[src/rtl/md_buffer_pkg.sv]
// Shared constants for the metadata buffer stage: queue indices, metadata widths and
// drop-counter width.
package md_buffer_pkg;

    localparam int unsigned Q_TSN_EVEN = 0;
    localparam int unsigned Q_TSN_ODD  = 1;
    localparam int unsigned Q_RC       = 2;
    localparam int unsigned Q_BE       = 3;
    localparam int unsigned NUM_Q      = 4;

    localparam int unsigned MD_W       = 9;
    localparam int unsigned MD_RC_W    = 16;
    localparam int unsigned DROP_CNT_W = 16;

endpackage

[src/rtl/md_buffer_if.sv]
// Upstream write / downstream scheduler bundle for md_buffer. The drop counters exist only
// when MB_DROP_CNT_EN is defined.
interface md_buffer_if
    import md_buffer_pkg::*;
#(
    parameter int unsigned DEPTH_LOG2 = 5
);

    logic [MD_W-1:0]       in_mb_md0;
    logic                  in_mb_md0_wr;
    logic [MD_W-1:0]       in_mb_md1;
    logic                  in_mb_md1_wr;
    logic [MD_RC_W-1:0]    in_mb_md2;
    logic                  in_mb_md2_wr;
    logic [MD_W-1:0]       in_mb_md3;
    logic                  in_mb_md3_wr;
    logic                  in_mb_md0_rd;
    logic                  in_mb_md1_rd;
    logic                  in_mb_md2_rd;
    logic                  in_mb_md3_rd;

    logic [MD_W-1:0]       out_mb_md0;
    logic [MD_W-1:0]       out_mb_md1;
    logic [MD_RC_W-1:0]    out_mb_md2;
    logic [MD_W-1:0]       out_mb_md3;
    logic                  out_mb_md0_empty;
    logic                  out_mb_md1_empty;
    logic                  out_mb_md2_empty;
    logic                  out_mb_md3_empty;
    logic [DEPTH_LOG2:0]   out_mb_md0_usedw;
    logic [DEPTH_LOG2:0]   out_mb_md1_usedw;
    logic [DEPTH_LOG2:0]   out_mb_md2_usedw;
    logic [DEPTH_LOG2:0]   out_mb_md3_usedw;
    logic                  out_mb_md0_drop;
    logic                  out_mb_md1_drop;
    logic                  out_mb_md2_drop;
    logic                  out_mb_md3_drop;
`ifdef MB_DROP_CNT_EN
    logic [DROP_CNT_W-1:0] out_mb_md0_drop_cnt;
    logic [DROP_CNT_W-1:0] out_mb_md1_drop_cnt;
    logic [DROP_CNT_W-1:0] out_mb_md2_drop_cnt;
    logic [DROP_CNT_W-1:0] out_mb_md3_drop_cnt;
`endif

    modport master (
        output in_mb_md0, in_mb_md0_wr, in_mb_md1, in_mb_md1_wr,
        output in_mb_md2, in_mb_md2_wr, in_mb_md3, in_mb_md3_wr,
        output in_mb_md0_rd, in_mb_md1_rd, in_mb_md2_rd, in_mb_md3_rd,
        input  out_mb_md0, out_mb_md1, out_mb_md2, out_mb_md3,
        input  out_mb_md0_empty, out_mb_md1_empty, out_mb_md2_empty, out_mb_md3_empty,
        input  out_mb_md0_usedw, out_mb_md1_usedw, out_mb_md2_usedw, out_mb_md3_usedw,
        input  out_mb_md0_drop, out_mb_md1_drop, out_mb_md2_drop, out_mb_md3_drop
`ifdef MB_DROP_CNT_EN
        ,
        input  out_mb_md0_drop_cnt, out_mb_md1_drop_cnt,
        input  out_mb_md2_drop_cnt, out_mb_md3_drop_cnt
`endif
    );

    modport slave (
        input  in_mb_md0, in_mb_md0_wr, in_mb_md1, in_mb_md1_wr,
        input  in_mb_md2, in_mb_md2_wr, in_mb_md3, in_mb_md3_wr,
        input  in_mb_md0_rd, in_mb_md1_rd, in_mb_md2_rd, in_mb_md3_rd,
        output out_mb_md0, out_mb_md1, out_mb_md2, out_mb_md3,
        output out_mb_md0_empty, out_mb_md1_empty, out_mb_md2_empty, out_mb_md3_empty,
        output out_mb_md0_usedw, out_mb_md1_usedw, out_mb_md2_usedw, out_mb_md3_usedw,
        output out_mb_md0_drop, out_mb_md1_drop, out_mb_md2_drop, out_mb_md3_drop
`ifdef MB_DROP_CNT_EN
        ,
        output out_mb_md0_drop_cnt, out_mb_md1_drop_cnt,
        output out_mb_md2_drop_cnt, out_mb_md3_drop_cnt
`endif
    );

endinterface

[src/rtl/md_buffer_fifo.sv]
// Show-ahead synchronous FIFO for one metadata queue, with drop pulse on rejected writes.
// MB_DROP_CNT_EN adds a saturating 16-bit drop counter.
module md_buffer_fifo
    import md_buffer_pkg::*;
#(
    parameter string       PLATFORM   = "xilinx",
    parameter int unsigned DATA_W     = MD_W,
    parameter int unsigned DEPTH_LOG2 = 5
) (
    input  logic                  clk,
    input  logic                  rst_n,
    input  logic                  wr_i,
    input  logic [DATA_W-1:0]     wr_data_i,
    input  logic                  rd_i,
    output logic [DATA_W-1:0]     rd_data_o,
    output logic                  empty_o,
    output logic [DEPTH_LOG2:0]   usedw_o,
    output logic                  drop_o
`ifdef MB_DROP_CNT_EN
    ,
    output logic [DROP_CNT_W-1:0] drop_cnt_o
`endif
);

    localparam int unsigned DEPTH   = 2 ** DEPTH_LOG2;
    localparam int unsigned PTR_W   = DEPTH_LOG2;
    localparam int unsigned USEDW_W = DEPTH_LOG2 + 1;
    localparam logic [USEDW_W-1:0] USED_MAX = {1'b1, {DEPTH_LOG2{1'b0}}};

    logic [PTR_W-1:0]   wr_ptr_q, wr_ptr_d;
    logic [PTR_W-1:0]   rd_ptr_q, rd_ptr_d;
    logic [USEDW_W-1:0] usedw_q, usedw_d;
    logic               empty_q, empty_d;
    logic               drop_q, drop_d;
    logic               wr_ok, rd_ok;
    logic [DATA_W-1:0]  head;

    always_comb begin
        rd_ok    = rd_i && (usedw_q != '0);
        // A pop in the same cycle frees the slot, so a full queue still accepts the write.
        wr_ok    = wr_i && ((usedw_q != USED_MAX) || rd_ok);
        wr_ptr_d = wr_ok ? wr_ptr_q + PTR_W'(1) : wr_ptr_q;
        rd_ptr_d = rd_ok ? rd_ptr_q + PTR_W'(1) : rd_ptr_q;
        usedw_d  = usedw_q;
        case ({wr_ok, rd_ok})
            2'b10:   usedw_d = usedw_q + USEDW_W'(1);
            2'b01:   usedw_d = usedw_q - USEDW_W'(1);
            default: usedw_d = usedw_q;
        endcase
        empty_d  = (usedw_d == '0);
        drop_d   = wr_i && !wr_ok;
    end

    always_ff @(posedge clk or negedge rst_n) begin
        if (!rst_n) begin
            wr_ptr_q <= '0;
            rd_ptr_q <= '0;
            usedw_q  <= '0;
            empty_q  <= 1'b1;
            drop_q   <= 1'b0;
        end else begin
            wr_ptr_q <= wr_ptr_d;
            rd_ptr_q <= rd_ptr_d;
            usedw_q  <= usedw_d;
            empty_q  <= empty_d;
            drop_q   <= drop_d;
        end
    end

    if (PLATFORM == "xilinx") begin : g_lutram
        (* ram_style = "distributed" *) logic [DATA_W-1:0] mem [DEPTH];
        always_ff @(posedge clk) begin
            if (wr_ok) mem[wr_ptr_q] <= wr_data_i;
        end
        assign head = mem[rd_ptr_q];
    end else begin : g_regs
        logic [DATA_W-1:0] mem [DEPTH];
        always_ff @(posedge clk) begin
            if (wr_ok) mem[wr_ptr_q] <= wr_data_i;
        end
        assign head = mem[rd_ptr_q];
    end

    // Storage is not reset; masking with empty keeps the head at zero out of reset.
    assign rd_data_o = empty_q ? '0 : head;
    assign empty_o   = empty_q;
    assign usedw_o   = usedw_q;
    assign drop_o    = drop_q;

`ifdef MB_DROP_CNT_EN
    logic [DROP_CNT_W-1:0] drop_cnt_q, drop_cnt_d;

    always_comb begin
        drop_cnt_d = drop_cnt_q;
        if (drop_d && (drop_cnt_q != '1)) drop_cnt_d = drop_cnt_q + DROP_CNT_W'(1);
    end

    always_ff @(posedge clk or negedge rst_n) begin
        if (!rst_n) drop_cnt_q <= '0;
        else        drop_cnt_q <= drop_cnt_d;
    end

    assign drop_cnt_o = drop_cnt_q;
`endif

endmodule

[src/rtl/md_buffer.sv]
// Four parallel metadata queues (even TSN, odd TSN, reservation/PTP, best-effort) between
// the queue selector and the scheduler. MB_DROP_CNT_EN enables per-queue drop counters.
module md_buffer
    import md_buffer_pkg::*;
#(
    parameter string       PLATFORM   = "xilinx",
    parameter int unsigned DEPTH_LOG2 = 5
) (
    input  logic        clk,
    input  logic        rst_n,
    md_buffer_if.slave  mb
);

    md_buffer_fifo #(
        .PLATFORM   (PLATFORM),
        .DATA_W     (MD_W),
        .DEPTH_LOG2 (DEPTH_LOG2)
    ) u_q_tsn_even (
        .clk        (clk),
        .rst_n      (rst_n),
        .wr_i       (mb.in_mb_md0_wr),
        .wr_data_i  (mb.in_mb_md0),
        .rd_i       (mb.in_mb_md0_rd),
        .rd_data_o  (mb.out_mb_md0),
        .empty_o    (mb.out_mb_md0_empty),
        .usedw_o    (mb.out_mb_md0_usedw),
        .drop_o     (mb.out_mb_md0_drop)
`ifdef MB_DROP_CNT_EN
        ,
        .drop_cnt_o (mb.out_mb_md0_drop_cnt)
`endif
    );

    md_buffer_fifo #(
        .PLATFORM   (PLATFORM),
        .DATA_W     (MD_W),
        .DEPTH_LOG2 (DEPTH_LOG2)
    ) u_q_tsn_odd (
        .clk        (clk),
        .rst_n      (rst_n),
        .wr_i       (mb.in_mb_md1_wr),
        .wr_data_i  (mb.in_mb_md1),
        .rd_i       (mb.in_mb_md1_rd),
        .rd_data_o  (mb.out_mb_md1),
        .empty_o    (mb.out_mb_md1_empty),
        .usedw_o    (mb.out_mb_md1_usedw),
        .drop_o     (mb.out_mb_md1_drop)
`ifdef MB_DROP_CNT_EN
        ,
        .drop_cnt_o (mb.out_mb_md1_drop_cnt)
`endif
    );

    md_buffer_fifo #(
        .PLATFORM   (PLATFORM),
        .DATA_W     (MD_RC_W),
        .DEPTH_LOG2 (DEPTH_LOG2)
    ) u_q_rc (
        .clk        (clk),
        .rst_n      (rst_n),
        .wr_i       (mb.in_mb_md2_wr),
        .wr_data_i  (mb.in_mb_md2),
        .rd_i       (mb.in_mb_md2_rd),
        .rd_data_o  (mb.out_mb_md2),
        .empty_o    (mb.out_mb_md2_empty),
        .usedw_o    (mb.out_mb_md2_usedw),
        .drop_o     (mb.out_mb_md2_drop)
`ifdef MB_DROP_CNT_EN
        ,
        .drop_cnt_o (mb.out_mb_md2_drop_cnt)
`endif
    );

    md_buffer_fifo #(
        .PLATFORM   (PLATFORM),
        .DATA_W     (MD_W),
        .DEPTH_LOG2 (DEPTH_LOG2)
    ) u_q_be (
        .clk        (clk),
        .rst_n      (rst_n),
        .wr_i       (mb.in_mb_md3_wr),
        .wr_data_i  (mb.in_mb_md3),
        .rd_i       (mb.in_mb_md3_rd),
        .rd_data_o  (mb.out_mb_md3),
        .empty_o    (mb.out_mb_md3_empty),
        .usedw_o    (mb.out_mb_md3_usedw),
        .drop_o     (mb.out_mb_md3_drop)
`ifdef MB_DROP_CNT_EN
        ,
        .drop_cnt_o (mb.out_mb_md3_drop_cnt)
`endif
    );

endmodule

[src/flat_wrapper.sv]
// flat-port wrapper written by rule: the top's interface ports become plain ports
module md_buffer_flat import md_buffer_pkg::*;
#(
    parameter string       PLATFORM   = "      ",
    parameter int unsigned DEPTH_LOG2 = 5
)
  (clk, rst_n, mb_in_mb_md0, mb_in_mb_md0_wr, mb_in_mb_md1, mb_in_mb_md1_wr, mb_in_mb_md2, mb_in_mb_md2_wr, mb_in_mb_md3, mb_in_mb_md3_wr, mb_in_mb_md0_rd, mb_in_mb_md1_rd, mb_in_mb_md2_rd, mb_in_mb_md3_rd, mb_out_mb_md0, mb_out_mb_md1, mb_out_mb_md2, mb_out_mb_md3, mb_out_mb_md0_empty, mb_out_mb_md1_empty, mb_out_mb_md2_empty, mb_out_mb_md3_empty, mb_out_mb_md0_usedw, mb_out_mb_md1_usedw, mb_out_mb_md2_usedw, mb_out_mb_md3_usedw, mb_out_mb_md0_drop, mb_out_mb_md1_drop, mb_out_mb_md2_drop, mb_out_mb_md3_drop);
  md_buffer_if #(.DEPTH_LOG2(DEPTH_LOG2)) mb_i ();
  input  logic clk;
  input  logic rst_n;
  input wire logic [$bits(mb_i.in_mb_md0)-1:0] mb_in_mb_md0;
  input wire logic [$bits(mb_i.in_mb_md0_wr)-1:0] mb_in_mb_md0_wr;
  input wire logic [$bits(mb_i.in_mb_md1)-1:0] mb_in_mb_md1;
  input wire logic [$bits(mb_i.in_mb_md1_wr)-1:0] mb_in_mb_md1_wr;
  input wire logic [$bits(mb_i.in_mb_md2)-1:0] mb_in_mb_md2;
  input wire logic [$bits(mb_i.in_mb_md2_wr)-1:0] mb_in_mb_md2_wr;
  input wire logic [$bits(mb_i.in_mb_md3)-1:0] mb_in_mb_md3;
  input wire logic [$bits(mb_i.in_mb_md3_wr)-1:0] mb_in_mb_md3_wr;
  input wire logic [$bits(mb_i.in_mb_md0_rd)-1:0] mb_in_mb_md0_rd;
  input wire logic [$bits(mb_i.in_mb_md1_rd)-1:0] mb_in_mb_md1_rd;
  input wire logic [$bits(mb_i.in_mb_md2_rd)-1:0] mb_in_mb_md2_rd;
  input wire logic [$bits(mb_i.in_mb_md3_rd)-1:0] mb_in_mb_md3_rd;
  output wire logic [$bits(mb_i.out_mb_md0)-1:0] mb_out_mb_md0;
  output wire logic [$bits(mb_i.out_mb_md1)-1:0] mb_out_mb_md1;
  output wire logic [$bits(mb_i.out_mb_md2)-1:0] mb_out_mb_md2;
  output wire logic [$bits(mb_i.out_mb_md3)-1:0] mb_out_mb_md3;
  output wire logic [$bits(mb_i.out_mb_md0_empty)-1:0] mb_out_mb_md0_empty;
  output wire logic [$bits(mb_i.out_mb_md1_empty)-1:0] mb_out_mb_md1_empty;
  output wire logic [$bits(mb_i.out_mb_md2_empty)-1:0] mb_out_mb_md2_empty;
  output wire logic [$bits(mb_i.out_mb_md3_empty)-1:0] mb_out_mb_md3_empty;
  output wire logic [$bits(mb_i.out_mb_md0_usedw)-1:0] mb_out_mb_md0_usedw;
  output wire logic [$bits(mb_i.out_mb_md1_usedw)-1:0] mb_out_mb_md1_usedw;
  output wire logic [$bits(mb_i.out_mb_md2_usedw)-1:0] mb_out_mb_md2_usedw;
  output wire logic [$bits(mb_i.out_mb_md3_usedw)-1:0] mb_out_mb_md3_usedw;
  output wire logic [$bits(mb_i.out_mb_md0_drop)-1:0] mb_out_mb_md0_drop;
  output wire logic [$bits(mb_i.out_mb_md1_drop)-1:0] mb_out_mb_md1_drop;
  output wire logic [$bits(mb_i.out_mb_md2_drop)-1:0] mb_out_mb_md2_drop;
  output wire logic [$bits(mb_i.out_mb_md3_drop)-1:0] mb_out_mb_md3_drop;
  assign mb_i.in_mb_md0 = mb_in_mb_md0;
  assign mb_i.in_mb_md0_wr = mb_in_mb_md0_wr;
  assign mb_i.in_mb_md1 = mb_in_mb_md1;
  assign mb_i.in_mb_md1_wr = mb_in_mb_md1_wr;
  assign mb_i.in_mb_md2 = mb_in_mb_md2;
  assign mb_i.in_mb_md2_wr = mb_in_mb_md2_wr;
  assign mb_i.in_mb_md3 = mb_in_mb_md3;
  assign mb_i.in_mb_md3_wr = mb_in_mb_md3_wr;
  assign mb_i.in_mb_md0_rd = mb_in_mb_md0_rd;
  assign mb_i.in_mb_md1_rd = mb_in_mb_md1_rd;
  assign mb_i.in_mb_md2_rd = mb_in_mb_md2_rd;
  assign mb_i.in_mb_md3_rd = mb_in_mb_md3_rd;
  assign mb_out_mb_md0 = mb_i.out_mb_md0;
  assign mb_out_mb_md1 = mb_i.out_mb_md1;
  assign mb_out_mb_md2 = mb_i.out_mb_md2;
  assign mb_out_mb_md3 = mb_i.out_mb_md3;
  assign mb_out_mb_md0_empty = mb_i.out_mb_md0_empty;
  assign mb_out_mb_md1_empty = mb_i.out_mb_md1_empty;
  assign mb_out_mb_md2_empty = mb_i.out_mb_md2_empty;
  assign mb_out_mb_md3_empty = mb_i.out_mb_md3_empty;
  assign mb_out_mb_md0_usedw = mb_i.out_mb_md0_usedw;
  assign mb_out_mb_md1_usedw = mb_i.out_mb_md1_usedw;
  assign mb_out_mb_md2_usedw = mb_i.out_mb_md2_usedw;
  assign mb_out_mb_md3_usedw = mb_i.out_mb_md3_usedw;
  assign mb_out_mb_md0_drop = mb_i.out_mb_md0_drop;
  assign mb_out_mb_md1_drop = mb_i.out_mb_md1_drop;
  assign mb_out_mb_md2_drop = mb_i.out_mb_md2_drop;
  assign mb_out_mb_md3_drop = mb_i.out_mb_md3_drop;
  md_buffer #(.PLATFORM(PLATFORM), .DEPTH_LOG2(DEPTH_LOG2)) u_core (.clk(clk), .rst_n(rst_n), .mb(mb_i));
endmodule
[config.mk]
export PLATFORM = sky130hd
export DESIGN_NAME = md_buffer_flat
export DESIGN_NICKNAME = d
export VERILOG_FILES = /design/src/rtl/md_buffer_pkg.sv /design/src/rtl/md_buffer_if.sv /design/src/rtl/md_buffer_fifo.sv /design/src/rtl/md_buffer.sv /design/src/flat_wrapper.sv
export SDC_FILE = /design/constraint.sdc
export NUM_CORES = 2
export LEC_CHECK = 0
export CORE_UTILIZATION = 60
export DETAILED_ROUTE_END_ITERATION = 10
export DONT_BUFFER_PORTS = 1
export GPL_ROUTABILITY_DRIVEN = 0
export GPL_TIMING_DRIVEN = 0
export PLACE_DENSITY_LB_ADDON = 0.12
export SETUP_SLACK_MARGIN = 0.3
export SLEW_MARGIN = 20
export SYNTH_ARGS = -nofsm -noshare
export SYNTH_HDL_FRONTEND = slang
export SYNTH_SLANG_ARGS = --single-unit
[constraint.sdc]
create_clock -name clk -period 6 [get_ports clk]
set_clock_uncertainty 0.05 [all_clocks]
set_input_delay 1.2 -clock clk [delete_from_list [all_inputs] [get_ports clk]]
set_output_delay 1.2 -clock clk [all_outputs]
set_load 0.005 [all_outputs]
==> results.sh <==
export IMPL_fin_util_pct=67.8
export IMPL_cts_buffers=144
export IMPL_switchingPower_mw=9.34
export IMPL_cts_sinks=1448
export IMPL_syn_nets=2931
export IMPL_synth_area_top_cells="edfxtp_1 (73%), mux4_2 (9.9%), mux2i_1 (3.5%)"
export IMPL_slew_headroom_pct=11.5
export IMPL_firstDrtPassIters=6
export IMPL_grt_total_usage_pct=26.1
export IMPL_grt_pass1_vias=28670
export IMPL_synthDistinctLibCells=60
export IMPL_cts_tree="yes"
export IMPL_cp_arrival_ns=4.10
export IMPL_core_mm2=0.0937
export IMPL_grt_busiest_layer="met2"
export IMPL_drtIter0Drc=2798
export IMPL_met3_usage_pct=5.85
export IMPL_ioPinCount=128
export IMPL_num_vias=28110
export IMPL_grt_ovfl_total=0
export IMPL_fmax_mhz=187
export IMPL_area_growth_pct=11.6
export IMPL_comb_power_share_pct=29.6
export IMPL_fin_crit_ns=5.35
export IMPL_swShare_pct=31.3
export IMPL_post_cts_buffers=0
export IMPL_avgSynthCellArea_um2=20.1
export IMPL_drt_wirelength_per_cell_um=28.0
export IMPL_die_w_um=310
export IMPL_yosysWarningCount=0
export IMPL_use_met1_pct=37.5
export IMPL_async_flop_share_pct=4.97
export IMPL_cp_top_family="compound AO/OA/AOI/OAI gates"
export IMPL_slowest_stage="a2111oi_1"
export IMPL_seqPwrFrac_pct=41.2
export IMPL_vias_per_cell=6.42
export IMPL_tightest_slew_ns=1.29
export IMPL_detail_route_antenna_nets=0
export IMPL_met2_usage_pct=40.3
export IMPL_synth_seq_cells=1448
export IMPL_endpoint_kind="primary output"
export IMPL_fin_setup_tns_ns=0
export IMPL_antenna_found_initial=1
export IMPL_nets=3107
export IMPL_finalPower_mw=29.8
export IMPL_hold_class="primary input to async pin"
export IMPL_synthesis_area_mm2=0.0570
export IMPL_setup_viol=0
export IMPL_yosys_area_top_type="edfxtp_1"
export IMPL_maxCapViolCount=0
export IMPL_cts_buffer_depth=3
export IMPL_portBuffers=0
export IMPL_start_kind="register"
export IMPL_post_route_period_util_pct=89.2
export IMPL_clock_latency_ns=0.74
export IMPL_synthCells=2834
export IMPL_cts_resized=0
export IMPL_p_int_mw=20.5
export IMPL_diodes=0
export IMPL_cts_root_buf="clkbuf_16"
export IMPL_initial_core_util_pct=60.8
export IMPL_peakVddDrop_uv=283
export IMPL_final_cell_area_mm2=0.0636
export IMPL_hold_viol_final=0
export IMPL_powerDensity_mw_per_mm2=469
export IMPL_drc_errors=0
export IMPL_crit_buf_inv=2
export IMPL_crit_required_ns=4.75
export IMPL_rows=112
export IMPL_dieHeight_um=310
export IMPL_grt_max_degree=73
export IMPL_grt_setup_unrepaired="no"
export IMPL_grt_pass1_wl_um=182000
export IMPL_synth_main_ff_cell="edfxtp_1"
export IMPL_path_max_fanout=10
export IMPL_seq_area_frac_synth_pct=75.7
export IMPL_placed_area_mm2=0.0590
export IMPL_status="completed"
export IMPL_slew_violations=0
export IMPL_synth_enable_flop_cells=1376
export IMPL_leakage_nw=20.7
export IMPL_crit_chain="buf_2, clkbuf_1, mux4_2, a2111oi_1, a211oi_1"
export IMPL_postCtsHoldBufs=0
export IMPL_cpPeakStageDelay_ns=1.10
export IMPL_setup_slack_ns=0.646
export IMPL_htreeDepth=4
export IMPL_yosys_area_top_type_share_pct=72.5
export IMPL_critPathKind="register to primary output"
export IMPL_drive_gt1_share_pct=20.8
export IMPL_clk_pin_slew_ns=0.06
export IMPL_routed_wirelength_um=122000
export IMPL_place_ws_ns=1.50
export IMPL_clkPwrFrac_pct=29.2
export IMPL_dp_hpwl_um=78900
export IMPL_dieArea_mm2=0.0962
## power groups by stage
stage	Combinational (mW)	Clock, mW	Sequential (mW)
after global placement	8.50	0	12.4
after CTS	8.82	8.82	12.3
after floorplan	6.15	0	12.3
after detailed placement	8.78	0	12.5
after global routing	9.40	9.18	12.3
final	8.82	8.70	12.3
## Yosys cell counts, drive strengths merged, types with 5 or more instances
cell type  number
a21o            8
nor2          155
a2111oi        42
nand2          50
xnor2          32
a22oi          31
a211oi         41
nand3b         16
and3            7
buf            97
or2             9
mux4          250
o221ai         39
o22ai          43
nand3           9
nor2b           8
dfrtp          68
a21oi          52
edfxtp       1376
o21ai          36
ha             40
a221oi          8
o211ai          7
inv            17
clkbuf         65
nand4          11
mux2           11
mux2i         197
or3b            7
a22o           34
xor2           12
or3             5
## registers in the layout, summed over array words and instances (netlist names), 6 cells and up
name / flops
u_core.u_q_be.usedw_o: 6
u_core.u_q_be.g_regs.mem: 288
u_core.u_q_tsn_even.g_regs.mem: 288
u_core.u_q_tsn_even.usedw_o: 6
u_core.u_q_tsn_odd.usedw_o: 6
u_core.u_q_tsn_odd.g_regs.mem: 288
u_core.u_q_rc.g_regs.mem: 512
u_core.u_q_rc.usedw_o: 6
## final timing paths
check,to,depth (start not counted),startpoint,slack [ns]
setup reg to reg,u_core.u_q_rc.empty_o$_DFF_PN1_,11,u_core.u_q_rc.usedw_o[1]$_DFF_PN0_,2.00
min in group clk,u_core.u_q_rc.g_regs.mem[6][11]$_DFFE_PP_,0,mb_in_mb_md2[11],0.50
setup / recovery,mb_out_mb_md2[7],5,u_core.u_q_rc.rd_ptr_q[1]$_DFFE_PN0P_,0.65
hold / removal,u_core.u_q_tsn_odd.rd_ptr_q[4]$_DFFE_PN0P_,0,rst_n,0.11
hold reg to reg,u_core.u_q_be.wr_ptr_q[3]$_DFFE_PN0P_,2,u_core.u_q_be.wr_ptr_q[1]$_DFFE_PN0P_,0.55
max in group asynchronous,u_core.u_q_tsn_odd.empty_o$_DFF_PN1_,0,rst_n,5.58
## cell type report
type | count | area (um2)
tap | 1254 | 1570
multi-input combinational | 1207 | 12900
fill | 5795 | 30200
timing repair buffer | 30 | 379
inverter | 17 | 63.8
clock inverter | 79 | 746
clock buffer | 182 | 3810
sequential | 1448 | 43100
buffer | 162 | 947
## per-stage QoR
stage          hold WS, ns  cells
5_1_grt             0.0768   4379
2_1_floorplan        0.487   2834
6_report             0.109   4379
3_5_place_dp         0.546   4118
4_1_cts             0.0673   4379
3_3_place_gp         0.533   4088
## kinds of logic (layout without fill, tap and decap cells)
family          Yosys count  after routing  share of synthesized area [%]
buf+inv                 179            470                           1.77
compound gates          360            360                           4.66
simple gates            301            301                           2.61
flops                  1448           1448                           75.7
xor+xnor                 44             44                          0.676
mux                     458            458                           13.6
fa+ha+maj                44             44                           1.02
## layer usage
layer  vias up  routed length [um]
li1      12106                   -
met1     14664               50800
met5         -                  14
met2      1119               57900
met3       219               10500
met4         2                3220
## layout by cell type (no fill, tap or decap), types with 29 or more instances in the layout
cell and instances:
xnor2_1 32, buf_4 29, nor2_2 33, a22o_1 34, ha_1 40, mux2i_1 197
clkbuf_16 147, a211oi_1 41, o221ai_1 39, o22ai_1 43, buf_6 44, clkbuf_1 100
a22oi_1 31, nor2_1 122, dfrtp_1 68, mux4_2 250, a21oi_1 52, nand2_1 50
buf_2 34, edfxtp_1 1376, o21ai_0 36
No activity file was read; power rests on OpenSTA's default activity.
==> RTL edit: new RTL, config.mk and constraints unchanged <==
`MD_RC_W`: 16 -> 32.
--- a/src/rtl/md_buffer_pkg.sv
+++ b/src/rtl/md_buffer_pkg.sv
@@ -10,5 +10,5 @@
 
     localparam int unsigned MD_W       = 9;
-    localparam int unsigned MD_RC_W    = 16;
+    localparam int unsigned MD_RC_W    = 32;
     localparam int unsigned DROP_CNT_W = 16;
 
Interface: changed (resized mb_in_mb_md2 and mb_out_mb_md2); port bits go from 128 to 160. The function was not compared with the original's and may differ.
==> RTL edit against the original RTL <==
Die area is 34% higher; routed wire length up 43%; final area rose by 35%; total power grew 35%; final cell count is 31% higher; worst setup slack got worse by 0.11 ns; largest cell class unchanged; sequential cell count up 512; critical endpoint is now mb_out_mb_md2[26]; synthesized cell count up 29%; area after synthesis increased by 34%.
==> RTL edit: results (changes against the original RTL) <==
Power
  • LEAKAGE: 27.8 nW (+34%)
  • Sequential Power: 16.5 mW (+34%)
  • NetSw: 12.6 mW (+35%)
  • Comb power frac: 29.5% (about the same)
  • Final Power: 40.3 mW (+35%)

Setup path
  • R2R setup slack: 1.92 ns (-0.08 ns)
  • Slowest stage delay, CP: 0.79 ns (-0.31 ns)
  • Critical path endpoint: mb_out_mb_md2[26]
  • Cell family with the largest share of critical-path delay: buffers and inverters
  • Worst Path Arrival: 4.21 ns (+0.11 ns)
  • Critical path startpoint: u_core.u_q_rc.rd_ptr_q[3]
  • CP max-delay cell: clkbuf_1

Yosys
  • Net Count, Synth: 3783 (+29%)
  • Asr flop ratio synth: 3.67% (-1.3 points)
  • Number of flops mapped to enable cells by yosys: 1888 (+37%)
  • Top cells by area, synth: edfxtp_1, mux4_2, mux2i_1
  • Synth top cells by count: edfxtp_1, mux4_2, mux2i_1
  • Netlist cell types: 58 (-3.3%)
  • Register area share after synthesis: 76.7% (+1.0 points)

Timing
  • Min Tclk post-route: 5.46 ns (+0.110 ns)
  • Max_slew headroom: 18.7% (+7.2 points)

Clock tree
  • CTS buffer count: 191 (+33%)
  • Clk Latency, worst-skew pair: 0.81 ns (+0.07 ns)

Run status
  • Status: finished, final reports clean

Placed design
  • DP HPWL: 114 mm (+45%)
  • Pre-CTS setup slack: 1.21 ns (-0.293 ns)

Detailed routing
  • Vias post-DR: 38000 (+35%)
  • Detailed-route wire length: 175 mm (+43%)
  • Initial drt markers: 4363 (+56%)
  • Pre-antenna DRT Iters: 8 (+2)

Global route
  • Initial antenna violation count: 2 (+1)
  • GRT Total Usage: 27.5% (+1.5 points)
  • First-pass GRT wire length: 254 mm (+39%)
  • Largest net degree at the start of global routing: 52 (-29%)

Cells and area
  • Antenna Cells: 0 (unchanged)
  • Fill cells: 7721 (+33%)
  • Share of cells above drive strength 1: 21.3% (+0.57 points)
  • Largest register FFs: 1024 (+100%)
  • Net count reported at finish: 4022 (+29%)
## RTL edit: cell count changes in the layout (fill, tap and decap cells not counted), sizes merged, moves of 36 or more
cell	unedited run	this run
edfxtp	1376	1888
mux4	250	346
clkbuf	247	323
mux2i	197	261
buf	127	168
clkinv	53	89
## RTL edit: cell families after synthesis
logic type | after synthesis | share of synthesized area [%]
buf+inv | 231 | 1.69
mux | 618 | 13.8
simple gates | 301 | 1.91
compound gates | 472 | 4.61
fa+ha+maj | 44 | 0.761
flops | 1960 | 76.7
xor+xnor | 44 | 0.505
## RTL edit: metal layers
layer,GRT usage [%],vias to the layer above,part of all wire (%)
li1,-,15900,-
met2,43.5,1810,49
met5,0,-,0
met4,8.25,0,2.5
met3,5.49,264,9.1
met1,39.5,20000,40
## RTL edit: final cells by class
type / count / share of cell area [%]
multi-input cells: 1479 / 19.5
clock buffers: 232 / 5.94
repair buffers: 46 / 1.30
inverters: 17 / 0.0742
plain buffers: 214 / 1.42
clock inverters: 124 / 1.43
flip-flops and latches: 1960 / 68.0
well taps: 1650 / 2.40
## RTL edit: worst reg2reg max path: cells and delay by family (launching register included)
kind,cells,cell delay [ns]
AOI/OAI and AO/OA,2,0.69
buffers and inverters,2,0.29
DFF,1,0.48
adders and majority gates,2,0.65
and+or+nand+nor,5,1.81
## RTL edit: metrics by stage
step,cells,util (%),hold slack [ns],area (um^2)
2_1_floorplan,3670,-,0.487,76300
3_3_place_gp,5320,62.2,0.531,78300
3_5_place_dp,5365,63.3,0.551,79700
4_1_cts,5722,68.3,0.000397,86000
5_1_grt,5722,68.3,0.00721,86000
6_report,5722,68.3,0.0368,86000
## RTL edit: what timing repair did
action                                  in CTS  in global routing
hold buffers                                 1                  0
hold endpoints to repair                    22                  0
resized for setup                            0                  2
endpoints found under the setup margin       0                  2
buffers inserted                             0                  0
